[config.mk]
export PLATFORM = sky130hd
export DESIGN_NAME = counter_step_arbiter
export DESIGN_NICKNAME = d
export VERILOG_FILES = /design/src/rtl/counter_step_arbiter.sv
export SDC_FILE = /design/constraint.sdc
export NUM_CORES = 1
export LEC_CHECK = 0
export ABC_AREA = 0
export CORE_UTILIZATION = 40
export DETAILED_ROUTE_END_ITERATION = 10
export DONT_BUFFER_PORTS = 1
export GPL_ROUTABILITY_DRIVEN = 0
export PLACE_DENSITY = 0.58
export SYNTH_ARGS = -nofsm -noshare
export SYNTH_HDL_FRONTEND = slang
export SYNTH_SLANG_ARGS = --single-unit
[constraint.sdc]
create_clock -name clk -period 2.5 [get_ports clk]
set_input_delay 0.375 -clock clk [delete_from_list [all_inputs] [get_ports clk]]
set_output_delay 0.375 -clock clk [all_outputs]
set_load 0.02 [all_outputs]
[src/rtl/counter_step_arbiter.sv]
// Round-robin sequencer for a shared 2-bit step counter: grants one requester,
// drives the step enable for the granted run length, then reports the final count.
module counter_step_arbiter #(
  parameter int CNT_W = 4
) (
  input  logic             clk,
  input  logic             rst,
  input  logic [1:0]       req,
  input  logic [CNT_W-1:0] len0,
  input  logic [CNT_W-1:0] len1,
  input  logic [1:0]       s_in,
  output logic             x,
  output logic [1:0]       gnt,
  output logic             busy,
  output logic [1:0]       done,
  output logic             abort,
  output logic [1:0]       fin_s
);

  typedef enum logic [1:0] {
    IDLE = 2'd0,
    RUN  = 2'd1,
    DONE = 2'd2
  } state_t;

  state_t           state_q;
  logic             x_q;
  logic [1:0]       gnt_q;
  logic             busy_q;
  logic [1:0]       done_q;
  logic             abort_q;
  logic [1:0]       fin_s_q;
  logic [CNT_W-1:0] rem_q;
  logic             last_q;

  logic             win_d;
  logic [CNT_W-1:0] win_len_d;
  logic             req_g_d;

  // On contention the requester not served last wins; otherwise the lone requester.
  always_comb begin
    win_d = req[1];
    if (req == 2'b11) begin
      win_d = ~last_q;
    end
    win_len_d = win_d ? len1 : len0;
    req_g_d   = gnt_q[1] ? req[1] : req[0];
  end

  always_ff @(posedge clk) begin
    if (rst) begin
      state_q <= IDLE;
      x_q     <= 1'b0;
      gnt_q   <= 2'b00;
      busy_q  <= 1'b0;
      done_q  <= 2'b00;
      abort_q <= 1'b0;
      fin_s_q <= 2'b00;
      rem_q   <= '0;
      last_q  <= 1'b1;
    end else begin
      done_q <= 2'b00;
      case (state_q)
        IDLE: begin
          if (req != 2'b00) begin
            gnt_q   <= win_d ? 2'b10 : 2'b01;
            last_q  <= win_d;
            rem_q   <= win_len_d;
            busy_q  <= 1'b1;
            abort_q <= 1'b0;
            if (win_len_d == '0) begin
              state_q <= DONE;
              x_q     <= 1'b0;
              done_q  <= win_d ? 2'b10 : 2'b01;
            end else begin
              state_q <= RUN;
              x_q     <= 1'b1;
            end
          end
        end
        RUN: begin
          if (!req_g_d) begin
            state_q <= DONE;
            x_q     <= 1'b0;
            abort_q <= 1'b1;
            done_q  <= gnt_q;
          end else begin
            // RUN is only entered with rem_q >= 1 and left at 1, so this never wraps.
            rem_q <= rem_q - CNT_W'(1);
            if (rem_q == CNT_W'(1)) begin
              state_q <= DONE;
              x_q     <= 1'b0;
              done_q  <= gnt_q;
            end
          end
        end
        DONE: begin
          fin_s_q <= s_in;
          gnt_q   <= 2'b00;
          busy_q  <= 1'b0;
          abort_q <= 1'b0;
          rem_q   <= '0;
          state_q <= IDLE;
        end
        default: begin
          state_q <= IDLE;
          x_q     <= 1'b0;
          gnt_q   <= 2'b00;
          busy_q  <= 1'b0;
          abort_q <= 1'b0;
          rem_q   <= '0;
        end
      endcase
    end
  end

  assign x     = x_q;
  assign gnt   = gnt_q;
  assign busy  = busy_q;
  assign done  = done_q;
  assign abort = abort_q;
  assign fin_s = fin_s_q;

endmodule
==> summary.md <==
| Metric | Value |
|---|---|
| Status | complete, no violations |
| Number of antenna diodes | 0 |
| Starting Density | 43.56% |
| P&R area growth vs syn | 5.114% |
| Final hold vios | 0 |
| Setup TNS | 0 ns |
| CP cell instances | nand2b_1, a211oi_1, or2_2, o31ai_1 |
| Synth top area share | approximately 36% |
| Int Power | roughly 0.44 mW |
| Critical Path AT | around 1.8 ns |
| Startpoint types | register |
| Multi-input gate area in the final layout | 520.5 um^2 |
| Hold WC Path Type | input pin to register |
| Flip-flop and latch area | 320.3 um^2 |
| WS Path Type | register to register |
| Part of the cycle the worst path needs | 64.53% |
| IO Count | 23 |
| FF-to-FF End | rem_q[3]$_SDFFE_PP0P_ |
| RSZ-0062 raised after global routing | false |
| Drt first pass iters | 4 |
| Placement Rows | 16 |
| Top cells by area, synth | dfxtp_1, nor2_1, mux2_2 |
| Post-route minimum period | between 1.5 and 2 ns |
| Post-synth top flop | dfxtp_1 |
| Setup crit end kind | register |
| #FFs+latches synth | 16 |
| Vert. Die Dim | 48.93 um |
| Least-Margin Pin Slew | 0.5231 ns |
| Mapped Cells | 103 |
| Critical path data required time | 2.67 ns |
| Net Sw Frac | 32.06% |
| Overall Global Routing Usage | 18.94% |
| Fin Clk Skew | 0.001533 ns |
| FMAX | 0.6198 GHz |
| Die footprint | between 2000 and 2500 um^2 |
| Number of I/O port buffers | 0 |
| Crit path max-delay family | flip-flops |
| Critical Path Source | state_q[0]$_SDFFE_PP0P_ |
| Syn_nets | 119 |
| CTS tree | built |
| Clk slew on worst S/H paths | 0.10 ns |
| Most common cell in the netlist | nor2_1 |
| Comb pwr share | 21.2% |
| Clk network pwr share | 27.4% |
| Die width | 48.93 um |
| CP bufs+invs | 0 |
| Syn Area/Cell | 8.552 um^2 |
| First-pass GRT wire length | around 3400 um |
| Cts bufs inserted | 3 |
| Clock Latency Late Sink | 0.29 ns |
| Bufs on Longest Clock Path | 2 |
| Distinct cells, synth | 34 |
| Post_cts resized | 0 |
| Sw power | 0.2056 mW |
| Slew headroom | 65.08% |
| FF-to-FF Start | state_q[0]$_SDFFE_PP0P_ |
| Final setup viols | 0 |
| Maximum vdd ir drop | 331.2 uV |
| Synth Cell Area | 880.8 um^2 |
| Ys Warns | 0 |
| DR vias | 759 |
| Top post-synthesis cells by count | nor2_1, dfxtp_1, a21oi_1 |
| Via density per instance | 5.930 |
| Crit-path max FO | 18 |
| Seq/Total Area, Yosys | 36.36% |
| Crit path capture | rem_q[3]$_SDFFE_PP0P_ |
| DR iter-0 viols | 29 |
| Layout cells sized above 1 | 13.86% |
| Initial antenna violation count | 0 |
| Area leader, netlist | dfxtp_1 |
| WL/cell | 15.54 um |
| CTS root buffer | clkbuf_4 |
| Max-cap viol count | 0 |
| Postcts setup bufs | 0 |
| Largest net degree at the start of global routing | 19 |
| Worst Reg-to-Reg Cells | 4 |
| Sink Count | 16 |
| # nets final | about 120 |
| DP HPWL | 1445 um |
| Filler cells | 211 |
| R2R setup slack | ~0.89 ns |
| Pwr Total | 0.6412 mW |
| Routed Antenna Nets | 0 |
| Flop pwr share | 51.4% |
| Critical Path Stages | 4 |
| Post-synth EDFFs | 0 |
| Vias in the first global route | approximately 720 |
| Power per cell area | 692.5 nW/um^2 |
| Asr flop ratio synth | 0% |
| CORE AREA | approximately 2000 um^2 |
| CTS H-Tree Depth | 1 |
| Total Routed Length | 1989 um |
| Slowest cell on crit path | dfxtp_1 |
| Peak per-stage delay on the critical path | about 0.66 ns |
| CTS Hold Buffers Added | 0 |
| Overflow after GRT | 0 |
| Max Slew Vio Count | 0 |
| LEAKAGE | 0.3389 nW |
| DRC | 0 |
==> worst reg2reg max path, stage by stage (launching register included) <==
cell and delay, ns:
dfxtp_1 0.66, nand2b_1 0.10, a211oi_1 0.46, or2_2 0.21, o31ai_1 0.07
==> layer usage <==
| metal | track usage (%) | wire length, um | up-vias |
|---|---|---|---|
| met5 | 0 | 0 | - |
| met4 | 8.824 | 27 | 0 |
| met3 | 4.050 | 134 | 4 |
| met2 | 28.01 | 886 | 40 |
| met1 | 26.00 | 942 | 340 |
| li1 | - | - | 375 |
==> cells by family after synthesis <==
kind of cell	count (synthesis)	share of synthesized area (%)
adder cells (fa/ha/maj)	2	2.840
AO/OA/AOI/OAI	28	25.00
AND/OR/NAND/NOR	39	21.59
buffers and inverters	10	4.545
flip-flops	16	36.36
multiplexers	8	9.659
==> how the worst min path moves through the flow <==
stage	start	end	cells after the start
4_1_cts	rst	fin_s[1]$_SDFFE_PP0P_	1
3_3_place_gp	rst	rem_q[1]$_SDFFE_PP0P_	1
2_1_floorplan	rem_q[1]$_SDFFE_PP0P_	rem_q[1]$_SDFFE_PP0P_	2
6_report	rst	fin_s[0]$_SDFFE_PP0P_	1
3_5_place_dp	rst	x$_SDFFE_PP0P_	1
5_1_grt	rst	fin_s[0]$_SDFFE_PP0P_	1
==> area by class of cell <==
| type | instances | area share (%) |
|---|---|---|
| flip-flops and latches | 16 | 34.59 |
| well taps | 27 | 3.649 |
| clock buffers | 4 | 3.919 |
| multi-input cells | 77 | 56.22 |
| inverters | 4 | 1.622 |
==> power groups by stage <==
stage / registers, mW / logic (mW) / clock network [mW]
after floorplan: 0.318 / 0.127 / 0
after global placement: 0.335 / 0.133 / 0
after detailed placement: 0.335 / 0.133 / 0
after CTS: 0.329 / 0.136 / 0.180
after global routing: 0.335 / 0.156 / 0.190
final: 0.329 / 0.136 / 0.176
==> cells in the final DEF (no fill, tap or decap), types with 2 or more instances in the layout <==
cell,count
mux2i_1,4
nand2b_1,2
nor3_1,3
mux2_2,4
or2_2,3
clkbuf_4,3
a22oi_1,2
o32ai_1,2
a21oi_1,5
nor2_1,17
o311ai_0,3
o31ai_1,4
ha_1,2
nor4_1,2
nor2b_1,3
inv_1,4
o21ai_0,3
nand2_1,4
dfxtp_1,16
==> registers in the layout, indices dropped and copies added (netlist names) <==
signal / cells
busy: 1
fin_s: 2
rem_q: 4
state_q: 2
done: 2
x: 1
gnt: 2
last_q: 1
abort: 1
==> per-stage QoR <==
step	instance area, um^2	cells	util (%)	hold WS [ns]	worst slack, ns
finish	925.9	128	45.79	0.1373	0.8867
global placement	889.6	124	44.00	0.4476	0.9409
detailed placement	889.6	124	44.00	0.4466	0.9027
floorplan	880.8	103	-	0.4741	1.014
CTS	925.9	128	45.79	0.1286	0.8868
global route	925.9	128	45.79	0.1241	0.6945
(Power assumes the default switching activity.)
